**src/rtl/fifo_out_pkg.sv**
```systemverilog
// Shared encodings and defaults for the output-side FIFO controller and the FIFO itself.
package fifo_out_pkg;
    localparam int DEF_DW    = 32;
    localparam int DEF_DEPTH = 32;
    localparam int OCC_W     = 6;

    typedef enum logic [2:0] {
        FS_IDLE     = 3'b000,
        FS_WRITE    = 3'b001,
        FS_READ     = 3'b010,
        FS_WR_ERROR = 3'b011,
        FS_RD_ERROR = 3'b100
    } fifo_state_e;

    typedef enum logic [1:0] {
        C_IDLE  = 2'b00,
        C_WRITE = 2'b01,
        C_READ  = 2'b10
    } ctrl_state_e;

    typedef enum logic {
        LAST_WRITE = 1'b0,
        LAST_READ  = 1'b1
    } last_op_e;

    function automatic logic is_fifo_error(input logic [2:0] st);
        return (st == FS_WR_ERROR) || (st == FS_RD_ERROR);
    endfunction
endpackage

```
**src/rtl/fifo_out_ctrl_if.sv**
```systemverilog
// Producer, consumer and FIFO-port signals of fifo_out_ctrl; master is the controller side.
interface fifo_out_ctrl_if #(
    parameter int DW = fifo_out_pkg::DEF_DW
);
    import fifo_out_pkg::*;

    logic                req0;
    logic                req1;
    logic [DW-1:0]       din0;
    logic [DW-1:0]       din1;
    logic                ack0;
    logic                ack1;
    logic                rd_req;
    logic                rd_ack;
    logic                rd_valid;
    logic                fifo_wr_en;
    logic                fifo_rd_en;
    logic [DW-1:0]       fifo_din;
    logic [2:0]          fifo_state;
    logic [OCC_W-1:0]    occ;
    logic                err;

    modport master (
        input  req0, req1, din0, din1, rd_req, fifo_state,
        output ack0, ack1, rd_ack, rd_valid, fifo_wr_en, fifo_rd_en, fifo_din, occ, err
    );

    modport slave (
        output req0, req1, din0, din1, rd_req, fifo_state,
        input  ack0, ack1, rd_ack, rd_valid, fifo_wr_en, fifo_rd_en, fifo_din, occ, err
    );
endinterface

```
**src/rtl/fifo_out_ctrl_rr_arb2.sv**
```systemverilog
// Two-way round-robin arbiter; the priority pointer only moves past a producer once it is granted.
module rr_arb2 (
    input  logic       clk,
    input  logic       reset,
    input  logic [1:0] req,
    input  logic       advance,
    output logic [1:0] grant
);
    logic ptr_q;
    logic ptr_d;

    always_comb begin
        grant = req;
        if (req == 2'b11) begin
            grant = ptr_q ? 2'b10 : 2'b01;
        end
        ptr_d = ptr_q;
        // Granting producer 0 hands priority to 1, granting 1 hands it back to 0.
        if (advance && (grant != 2'b00)) begin
            ptr_d = grant[0];
        end
    end

    always_ff @(posedge clk or posedge reset) begin
        if (reset) begin
            ptr_q <= 1'b0;
        end else begin
            ptr_q <= ptr_d;
        end
    end
endmodule

```
**src/rtl/fifo_out_ctrl.sv**
```systemverilog
// Arbitrates two write producers and one reader onto a single-port FIFO, one operation per cycle.
module fifo_out_ctrl
    import fifo_out_pkg::*;
#(
    parameter int DW    = DEF_DW,
    parameter int DEPTH = DEF_DEPTH
) (
    input  logic            clk,
    input  logic            reset,
    fifo_out_ctrl_if.master bus
);
    localparam logic [OCC_W-1:0] OCC_FULL = OCC_W'(DEPTH);

    ctrl_state_e      state_q, state_d;
    last_op_e         last_op_q, last_op_d;
    logic             ack0_q, ack0_d;
    logic             ack1_q, ack1_d;
    logic             rd_valid_q, rd_valid_d;
    logic             err_q, err_d;
    logic [DW-1:0]    fifo_din_q, fifo_din_d;
    logic [OCC_W-1:0] occ_q, occ_d;

    logic [1:0] elig;
    logic [1:0] grant;
    logic       wr_cand;
    logic       rd_cand;
    logic       do_wr;
    logic       do_rd;

    // A producer being acked this cycle still has its old req high; it must not be re-granted.
    assign elig    = {bus.req1 & ~ack1_q, bus.req0 & ~ack0_q};
    assign wr_cand = (|elig) && (occ_q < OCC_FULL);
    assign rd_cand = bus.rd_req && (occ_q != '0);
    assign do_wr   = wr_cand && (!rd_cand || (last_op_q == LAST_READ));
    assign do_rd   = rd_cand && !do_wr;

    rr_arb2 u_arb (
        .clk     (clk),
        .reset   (reset),
        .req     (elig),
        .advance (do_wr),
        .grant   (grant)
    );

    always_comb begin
        state_d    = C_IDLE;
        last_op_d  = last_op_q;
        fifo_din_d = fifo_din_q;
        occ_d      = occ_q;
        if (do_wr) begin
            state_d    = C_WRITE;
            last_op_d  = LAST_WRITE;
            fifo_din_d = grant[1] ? bus.din1 : bus.din0;
            occ_d      = occ_q + 1'b1;
        end else if (do_rd) begin
            state_d    = C_READ;
            last_op_d  = LAST_READ;
            occ_d      = occ_q - 1'b1;
        end
        ack0_d     = do_wr & grant[0];
        ack1_d     = do_wr & grant[1];
        rd_valid_d = (state_q == C_READ);
        err_d      = err_q | is_fifo_error(bus.fifo_state);
    end

    always_ff @(posedge clk or posedge reset) begin
        if (reset) begin
            state_q    <= C_IDLE;
            last_op_q  <= LAST_READ;
            ack0_q     <= 1'b0;
            ack1_q     <= 1'b0;
            rd_valid_q <= 1'b0;
            err_q      <= 1'b0;
            fifo_din_q <= '0;
            occ_q      <= '0;
        end else begin
            state_q    <= state_d;
            last_op_q  <= last_op_d;
            ack0_q     <= ack0_d;
            ack1_q     <= ack1_d;
            rd_valid_q <= rd_valid_d;
            err_q      <= err_d;
            fifo_din_q <= fifo_din_d;
            occ_q      <= occ_d;
        end
    end

    // Strobes decode straight from the state register, so write and read can never overlap.
    assign bus.fifo_wr_en = (state_q == C_WRITE);
    assign bus.fifo_rd_en = (state_q == C_READ);
    assign bus.rd_ack     = (state_q == C_READ);
    assign bus.ack0       = ack0_q;
    assign bus.ack1       = ack1_q;
    assign bus.rd_valid   = rd_valid_q;
    assign bus.fifo_din   = fifo_din_q;
    assign bus.occ        = occ_q;
    assign bus.err        = err_q;
endmodule
```
**src/flat_wrapper.sv**
```systemverilog
// flat-port wrapper written by rule: the top's interface ports become plain ports
module fifo_out_ctrl_flat import fifo_out_pkg::*;
#(
    parameter int DW    = DEF_DW,
    parameter int DEPTH = DEF_DEPTH
)
  (clk, reset, bus_req0, bus_req1, bus_din0, bus_din1, bus_rd_req, bus_fifo_state, bus_ack0, bus_ack1, bus_rd_ack, bus_rd_valid, bus_fifo_wr_en, bus_fifo_rd_en, bus_fifo_din, bus_occ, bus_err);
  fifo_out_ctrl_if #(.DW(DW)) bus_i ();
  input  logic clk;
  input  logic reset;
  input wire logic [$bits(bus_i.req0)-1:0] bus_req0;
  input wire logic [$bits(bus_i.req1)-1:0] bus_req1;
  input wire logic [$bits(bus_i.din0)-1:0] bus_din0;
  input wire logic [$bits(bus_i.din1)-1:0] bus_din1;
  input wire logic [$bits(bus_i.rd_req)-1:0] bus_rd_req;
  input wire logic [$bits(bus_i.fifo_state)-1:0] bus_fifo_state;
  output wire logic [$bits(bus_i.ack0)-1:0] bus_ack0;
  output wire logic [$bits(bus_i.ack1)-1:0] bus_ack1;
  output wire logic [$bits(bus_i.rd_ack)-1:0] bus_rd_ack;
  output wire logic [$bits(bus_i.rd_valid)-1:0] bus_rd_valid;
  output wire logic [$bits(bus_i.fifo_wr_en)-1:0] bus_fifo_wr_en;
  output wire logic [$bits(bus_i.fifo_rd_en)-1:0] bus_fifo_rd_en;
  output wire logic [$bits(bus_i.fifo_din)-1:0] bus_fifo_din;
  output wire logic [$bits(bus_i.occ)-1:0] bus_occ;
  output wire logic [$bits(bus_i.err)-1:0] bus_err;
  assign bus_i.req0 = bus_req0;
  assign bus_i.req1 = bus_req1;
  assign bus_i.din0 = bus_din0;
  assign bus_i.din1 = bus_din1;
  assign bus_i.rd_req = bus_rd_req;
  assign bus_i.fifo_state = bus_fifo_state;
  assign bus_ack0 = bus_i.ack0;
  assign bus_ack1 = bus_i.ack1;
  assign bus_rd_ack = bus_i.rd_ack;
  assign bus_rd_valid = bus_i.rd_valid;
  assign bus_fifo_wr_en = bus_i.fifo_wr_en;
  assign bus_fifo_rd_en = bus_i.fifo_rd_en;
  assign bus_fifo_din = bus_i.fifo_din;
  assign bus_occ = bus_i.occ;
  assign bus_err = bus_i.err;
  fifo_out_ctrl #(.DW(DW), .DEPTH(DEPTH)) u_core (.clk(clk), .reset(reset), .bus(bus_i));
endmodule
```
**config.mk**
```make
export PLATFORM = sky130hd
export DESIGN_NAME = fifo_out_ctrl_flat
export DESIGN_NICKNAME = d
export VERILOG_FILES = /design/src/rtl/fifo_out_pkg.sv /design/src/rtl/fifo_out_ctrl_if.sv /design/src/rtl/fifo_out_ctrl_rr_arb2.sv /design/src/rtl/fifo_out_ctrl.sv /design/src/flat_wrapper.sv
export SDC_FILE = /design/constraint.sdc
export NUM_CORES = 1
export LEC_CHECK = 0
export ABC_AREA = 1
export ABC_CLOCK_PERIOD_IN_PS = 5010
export BUFFER_PORTS_ARGS = -buffer_cell sky130_fd_sc_hd__clkbuf_2
export CAP_MARGIN = 20
export CORE_MARGIN = 2
export CORE_UTILIZATION = 49
export DETAILED_ROUTE_END_ITERATION = 7
export GPL_ROUTABILITY_DRIVEN = 0
export PLACE_DENSITY = 0.82
export SLEW_MARGIN = 10
export SYNTH_ARGS = -nofsm -noshare
export SYNTH_HDL_FRONTEND = slang
export SYNTH_SLANG_ARGS = --single-unit
```
**constraint.sdc**
```tcl
create_clock -name clk -period 5.01 [get_ports clk]
set_input_delay 1.002 -clock clk [delete_from_list [all_inputs] [get_ports clk]]
set_output_delay 1.002 -clock clk [all_outputs]
set_load 0.02 [all_outputs]
```
# == After elaboration in Yosys (flattened, before gate mapping) ==
# Cells that the tools add are included.
# W data, S select, Z words.
# op_classes
magnitude_cmp,1
div_mod_pow,0
n_eq_ne,5
multipliers,0
add_sub_neg,2
n_shift,0
bitwise,7
reduce_logical,13
mux,9
# ops
cell,count
$mux W32,1
$mux W6,2
$mux W2,4
$add A6 B1 Y6 const B,1
$lt A6 B6 Y1 const B,1
$reduce_bool A6 Y1,1
$sub A6 B1 Y6 const B,1
$logic_and A1 B1 Y1,5
$and A1 B1 Y1,4
$eq A2 B2 Y1 const B,2
$reduce_bool A2 Y1,2
$eq A3 B2 Y1 const B,1
$eq A3 B3 Y1 const B,1
$eq A2 B1 Y1 const B,1
$logic_not A1 Y1,2
$logic_or A1 B1 Y1,2
$mux W1,2
$not A1 Y1,2
$reduce_or A2 Y1,1
$or A1 B1 Y1,1
# totals
elab_cells,46
ff_bits,46
mem_bits_ro,0
latch_bits,0
memories,0
in_bits,72
ramBits,0
out_inout_bits,45

# == Logic depth before layout (Yosys ltp) ==
# Gate-level depths: netlist of run 1.
# depth
word_depth,9
ltp_mapped,17
depth_no_buf,16

# == By module ==
# Synthesis of run 1 repeated with hierarchy kept, for this count alone.
# hier_totals
hier_cells,269
area_unflattened_um2,2523.7
# modules_own_cells
module,n_inst,area_each_um2,cells_each,seq_area_each_um2
fifo_out_ctrl,1,2459.9,260,1127.3
rr_arb2,1,63.8,9,25.0

# == Least setup slack after synthesis of run 1 ==
# No wires, ideal clock.
# synth_timing
path_kind,input -> register
start,input port bus_req0
end,"register u_core.occ_q[5], in the netlist u_core.bus.occ[5]"
setup_time_ps,113
t_arrival_ps,2410
path_slack_ps,2488
stages,15
required_time_ps,4897
path_buffers,1
path_cell_list,nand2_1 > nand2_1 > nand2_1 > inv_2 > nand2_2 > buf_2 > ha_1 > a21oi_1 > nand2_1 > nand2_1 > nand2_1 > nand2_1 > nand3_1 > nand2_1 > inv_1
# synth_between
elab_chain_len,7
elab_cells_between_ends,8
cone_classes,mux: 1; bitwise: 1; reduce/logical: 6
# synth_lines
element,line,source
"start, declared",flat_wrapper.sv:11,input wire logic [$bits(bus_i.req0)-1:0] bus_req0;
$and A1 B1 Y1 *,fifo_out_ctrl.sv:31,"assign elig = {bus.req1 & ~ack1_q, bus.req0 & ~ack0_q};"
$reduce_or A2 Y1 *,fifo_out_ctrl.sv:32,assign wr_cand = (|elig) && (occ_q < OCC_FULL);
$logic_and A1 B1 Y1 *,fifo_out_ctrl.sv:32,
$logic_and A1 B1 Y1 *,fifo_out_ctrl.sv:34,assign do_wr = wr_cand && (!rd_cand || (last_op_q == LAST_READ));
$logic_not A1 Y1,fifo_out_ctrl.sv:35,assign do_rd = rd_cand && !do_wr;
$logic_and A1 B1 Y1,fifo_out_ctrl.sv:35,
$reduce_bool A2 Y1 (no source line),-,
"end signal, assigned",fifo_out_ctrl.sv:75,occ_q <= '0;
"end signal, assigned",fifo_out_ctrl.sv:84,occ_q <= occ_d;
"end, declared",fifo_out_ctrl.sv:21,"logic [OCC_W-1:0] occ_q, occ_d;"
# Every way passes the cells marked *; elsewhere a longest branch is shown, timed or not.
# A chain may end at the register's enable or synchronous reset.

# == Worst setup path in the final report of run 1 ==
# Same ends and word-level chain as after synthesis.

==> results.cfg, run 1 <==
[synth]
synth_warnings = 0
synth_cell_types = 21
avgSynthCellArea_um2 = 8.019
synth-edff-count = 0
syn_nets = 373
yosysTopAreaCellShare_pct = 47.44
synth_flop_cell = dfrtp_1
syn_area_mm2 = 0.002374
ys_seq_area_share_pct = 48.55
yosysTopAreaCell = dfrtp_1
synthCells = 296
synthArstFlopShare_pct = 100.0
ys_seq_elements = 46
synth_area_leaders = dfrtp_1, nand2_1, o211ai_1

[sta]
setup_slack_ns = 2.101
finalCritPeriodShare_pct = 58.07
setup_viol = 0
timing.fmax_mhz = 343.7
setup_tns_ns = 0
tightestPinTransition_ns = 0.9157
slew_headroom_pct = 38.86
clock_skew_ns = 0.01140
slew_viol_final = 0
min_period_ns = 2.909
hold_viol_final = 0
rsz0062_at_grt = no

[route]
wl_met2_um = 2547
vias_per_cell = 4.752
wl_met3_um = 343
wirelength_um = 5259
ant_nets = 0
drcViolationCount = 0
post_drt_wl_per_cell_um = 11.46
wl_met1_um = 2312
drt_iter0_drc = 119
vias = 2181
first_pass_iters = 4
top_layer_used = met4

[clocking]
postCtsHoldBufs = 0
clk_path_buf_depth = 2
post_cts_resized = 0
clk_pin_slew_ns = 0.07
cts_tree = done
htree_levels = 2
cts.sinks = 46
numCtsBuffers = 5
clockRootBuffer = clkbuf_8
clk_latency_ns = 0.30
post_cts_buffers = 0

[worst_setup_path]
cp_max_fo = 43
startpoint_type = primary input
cp_common_cell = nand2_1
path_cells = clkbuf_2 > nand2_1 > nand2_1 > nand2_1 > inv_2 > nand2_2 > ha_1 > a21oi_1 > nand2_1 > nand2_1 > nand2_1 > nand2_1 > nand3_1 > nand2_1 > inv_1
required_ns = 5.20
slowest_stage = ha_1
crit_arrival_ns = 3.10
critPathBufInv = 3
criticalPathCategory = primary input to register
rrSetupSlack_ns = 2.41
crit_family = simple AND/OR/NAND/NOR gates
cpPeakStageDelay_ns = 0.57
end_kind = register

[floorplan]
die_width_um = 73.60
fp-row-count = 25
core_mm2 = 0.004692
initial_core_util_pct = 50.59
boundaryPins = 117
dieArea_mm2 = 0.005417
die_y_um = 73.60

[cells_and_area]
area_growth_syn_to_layout_pct = 26.30
layout_commonest_cell = nand2_1
fin_util_pct = 63.89
drive_gt1_share_pct = 32.59
final_cell_mix = nand2_1, clkbuf_2, dfrtp_1, inv_1, o211ai_1
fin_area_mm2 = 0.002998
fillCellCount = 425
diodes = 0
nNetsFinal = 482

[power]
p_sw_share_pct = 46.69
seqPwrFrac_pct = 36.1
finalPower_mw = 1.828
leakage_nw = 1.840
pwr-share-clk_pct = 11.5
p_per_area_mw_per_mm2 = 609.9
combPwrFrac_pct = 52.5
peakVddDrop_mv = 0.2930
internal_power_mw = 0.9747
switchingPower_mw = 0.8537

[placed_design]
pre_cts_slack_ns = 1.785
place_area_mm2 = 0.002922
numPortBuffers = 116
hpwl_um = 3762

[grt]
grt_max_degree = 47
grt_pass1_vias = 1824
grt_pass1_wl_um = 8121
grt_usage_pct = 19.40
antenna_found_initial = 0
grt_overflow = 0

[job]
max_cap_violations = 0

[outcome]
status = complete, no violations

[hold_path]
min_path_type = register to register
[worst register-to-register path, delay by kind of cell (launching register included)]
| kind | cells | cell delay [ns] |
|---|---|---|
| and+or+nand+nor | 10 | 1.26 |
| adders and majority gates | 1 | 0.58 |
| DFF | 1 | 0.47 |
| AOI/OAI and AO/OA | 1 | 0.15 |
| buffers and inverters | 1 | 0.03 |
[routing by layer]
metal | up-vias | GRT usage [%]
li1 | 1140 | -
met1 | 952 | 24.15
met2 | 84 | 33.43
met3 | 5 | 4.801
met4 | 0 | 5.455
met5 | - | 0
[sequential cells by signal, indices dropped and copies added, names as in the netlist]
| name | count |
|---|---|
| u_core.bus.rd_valid | 1 |
| u_core.bus.fifo_din | 32 |
| u_core.state_q | 2 |
| u_core.bus.occ | 6 |
| u_core.u_arb.ptr_q | 1 |
| u_core.last_op_q | 1 |
| u_core.bus.err | 1 |
| u_core.bus.ack1 | 1 |
| u_core.bus.ack0 | 1 |
[synth_stat cells, types with 2 or more instances]
cell / n
nand2_1: 120
dfrtp_1: 45
inv_1: 42
o211ai_1: 32
nor2_1: 10
nand3_1: 6
o21ai_0: 6
buf_2: 5
buf_4: 5
buf_6: 5
ha_1: 4
a21oi_1: 3
inv_2: 3
nand2_2: 2
xnor2_1: 2
[power groups by stage]
stage | clock network, mW | registers (mW) | logic [mW]
3_5_place_dp | 0 | 0.662 | 0.965
4_1_cts | 0.213 | 0.659 | 0.975
5_1_grt | 0.227 | 0.682 | 1.07
6_report | 0.210 | 0.660 | 0.959
2_1_floorplan | 0 | 0.843 | 0.520
3_3_place_gp | 0 | 0.661 | 0.936
[cells by family after synthesis]
| group | Yosys count | share of synthesized area (%) |
|---|---|---|
| fa+ha+maj | 5 | 2.952 |
| simple gates | 139 | 22.77 |
| compound gates | 42 | 12.23 |
| flops | 46 | 48.55 |
| xor+xnor | 3 | 1.107 |
| buf+inv | 61 | 12.39 |
[metrics by stage]
step / hold slack, ns / std cells
after CTS: 0.4541 / 459
after detailed placement: 0.4420 / 452
after floorplan: 0.4750 / 296
after global routing: 0.4819 / 459
final: 0.4497 / 459
after global placement: 0.4346 / 452
[path summary, 6_finish.rpt]
kind	startpoint	endpoint	depth (start not counted)
worst max register to register	u_core.bus.occ[1]	u_core.bus.occ[5]	13
worst max-delay path	bus_req0	u_core.bus.occ[5]	15
min in group asynchronous	reset	u_core.bus.ack1	2
worst min register to register	u_core.state_q[0]	u_core.bus.rd_valid	1
max in group asynchronous	reset	u_core.bus.fifo_din[19]	2
worst min-delay path	u_core.state_q[0]	u_core.bus.rd_valid	1
[cell type report]
cell class,instances,area [um^2],share of cell area [%]
clock buffer,7,76.32,2.546
inverter,46,175.2,5.843
multi-input combinational,189,938.4,31.30
sequential,46,1152,38.44
tap,54,67.56,2.254
timing repair buffer,117,588.1,19.62
Power figures use the tool's default switching activity.
==> run 2, diff against run 1 <==
--- a/config.mk
+++ b/config.mk
@@ -6,14 +6,14 @@
 export NUM_CORES = 1
 export LEC_CHECK = 0
 export ABC_AREA = 1
-export ABC_CLOCK_PERIOD_IN_PS = 5010
+export ABC_CLOCK_PERIOD_IN_PS = 2820
 export BUFFER_PORTS_ARGS = -buffer_cell sky130_fd_sc_hd__clkbuf_2
 export CAP_MARGIN = 20
 export CORE_MARGIN = 2
-export CORE_UTILIZATION = 49
+export CORE_UTILIZATION = 46
 export DETAILED_ROUTE_END_ITERATION = 7
 export GPL_ROUTABILITY_DRIVEN = 0
-export PLACE_DENSITY = 0.82
+export PLACE_DENSITY = 0.77
 export SLEW_MARGIN = 10
 export SYNTH_ARGS = -nofsm -noshare
 export SYNTH_HDL_FRONTEND = slang
==> constraint.sdc (replaced) <==
create_clock -name clk -period 2.82 [get_ports clk]
set_input_delay 0.564 -clock clk [delete_from_list [all_inputs] [get_ports clk]]
set_output_delay 0.564 -clock clk [all_outputs]
set_load 0.02 [all_outputs]
==> results.cfg, run 2 (synthesized netlist as in run 1, its figures left out) <==
[outcome]
status = complete, no violations

[route]
ant_nets = 0
vias = 2192
vias_per_cell = 4.586
first_pass_iters = 4
drt_iter0_drc = 44
post_drt_wl_per_cell_um = 10.69
drcViolationCount = 0
wirelength_um = 5110

[sta]
setup_viol = 0
timing.fmax_mhz = 482.1
slew_headroom_pct = 37.58
clock_skew_ns = 0.004814
tightestPinTransition_ns = 0.9349
hold_viol_final = 0
setup_tns_ns = 0
min_period_ns = 2.074
rsz0062_at_grt = no
slew_viol_final = 0
finalCritPeriodShare_pct = 73.56

[worst_setup_path]
cp_max_fo = 14
startpoint_type = register
rr_startpoint = u_core.bus.ack0
rrSetupSlack_ns = 0.75
criticalPathCategory = register to register
r2r_cells = 12
required_ns = 2.99
crit_arrival_ns = 2.25
reg2reg_to = u_core.bus.occ[4]
end_kind = register

[cells_and_area]
final_cell_mix = nand2_1, clkbuf_2, dfrtp_1, inv_1, o211ai_1
layout_commonest_cell = nand2_1
drive_gt1_share_pct = 33.58
area_growth_syn_to_layout_pct = 29.20
nNetsFinal = 484
diodes = 0
largest_reg_flops = 32
fin_cells = 478

[grt]
grt_usage_pct = 17.38
grt_pass1_vias = 1750
grt_pass1_wl_um = 7596
antenna_found_initial = 0
grt_max_degree = 66
grt_overflow = 0

[floorplan]
die_y_um = 75.83
fp-row-count = 26
boundaryPins = 117
core_mm2 = 0.005042
dieArea_mm2 = 0.005750
initial_core_util_pct = 47.07
die_width_um = 75.83

[clocking]
clk_latency_ns = 0.29
clockRootBuffer = clkbuf_8
post_cts_resized = 0
numCtsBuffers = 5
clk_pin_slew_ns = 0.08
post_cts_buffers = 0
cts_tree = done
cts.sinks = 46
htree_levels = 2
postCtsHoldBufs = 0
clk_path_buf_depth = 2

[power]
p_per_area_mw_per_mm2 = 1087
leakage_nw = 1.868
peakVddDrop_mv = 0.5246

[hold_path]
hold_start = u_core.state_q[0]
min_path_type = register to register
holdPathEnd = u_core.bus.rd_valid
min_path_cells = 1

[job]
max_cap_violations = 0

[placed_design]
hpwl_um = 3960
numPortBuffers = 116
dp_cells = 470
## run 2: changes by cell type in the layout (fill, tap and decap cells not counted), sizes merged
cell | previous run | this run
buf | 1 | 3
clkbuf | 123 | 124
## run 2: worst max-delay path: stages (launching register included)
cell	delay, ns
dfrtp_1	0.40
inv_2	0.06
nand2_1	0.09
nand2_1	0.09
nand2_1	0.09
inv_2	0.07
nand2_2	0.16
buf_4	0.25
ha_1	0.33
nand3_1	0.10
nand3_1	0.09
xnor2_1	0.15
o21ai_0	0.09
## run 2: layout make-up
cell class                      count  area (um^2)
Fill cell                         484         1976
Sequential cell                    46         1152
Multi-Input combinational cell    189        938.4
Timing Repair Buffer              119        603.1
Inverter                           46        175.2
Clock buffer                        8        110.1
Tap cell                           70        87.58
## run 2: worst max-delay path by stage
stage | end | startpoint | depth (start not counted)
CTS | u_core.bus.occ[4] | u_core.bus.ack0 | 12
global route | u_core.bus.occ[5] | u_core.bus.occ[3] | 13
floorplan | u_core.bus.occ[5] | bus_req0 | 15
detailed placement | u_core.bus.occ[4] | bus_req0 | 12
finish | u_core.bus.occ[4] | u_core.bus.ack0 | 12
global placement | u_core.bus.occ[5] | bus_req0 | 14
## run 2: metal layers
metal | track usage [%] | vias to the layer above | wire [um]
met1 | 22.53 | 979 | 2234
li1 | - | 1145 | -
met4 | 4.288 | 0 | 57
met2 | 29.60 | 64 | 2561
met5 | 0 | - | 0
met3 | 3.836 | 4 | 257
## run 2: metrics by stage
stage / utilization, % / cell area (um^2) / setup WS (ns) / total power [mW] / hold WS [ns]
3_5_place_dp: 58.64 / 2957 / 0.4760 / 2.925 / 0.4415
3_3_place_gp: 58.64 / 2957 / 0.5802 / 2.869 / 0.4354
4_1_cts: 60.82 / 3067 / 0.7138 / 3.387 / 0.4522
6_report: 60.82 / 3067 / 0.7456 / 3.333 / 0.4479
2_1_floorplan: - / 2374 / 0.7356 / 2.422 / 0.4750
5_1_grt: 60.82 / 3067 / 0.5374 / 3.622 / 0.4770
## run 2: power breakdown
group	switching [mW]	total [mW]	internal (mW)
logic	1.11	1.71	0.599
clock network	0.201	0.448	0.247
registers	0.203	1.18	0.974
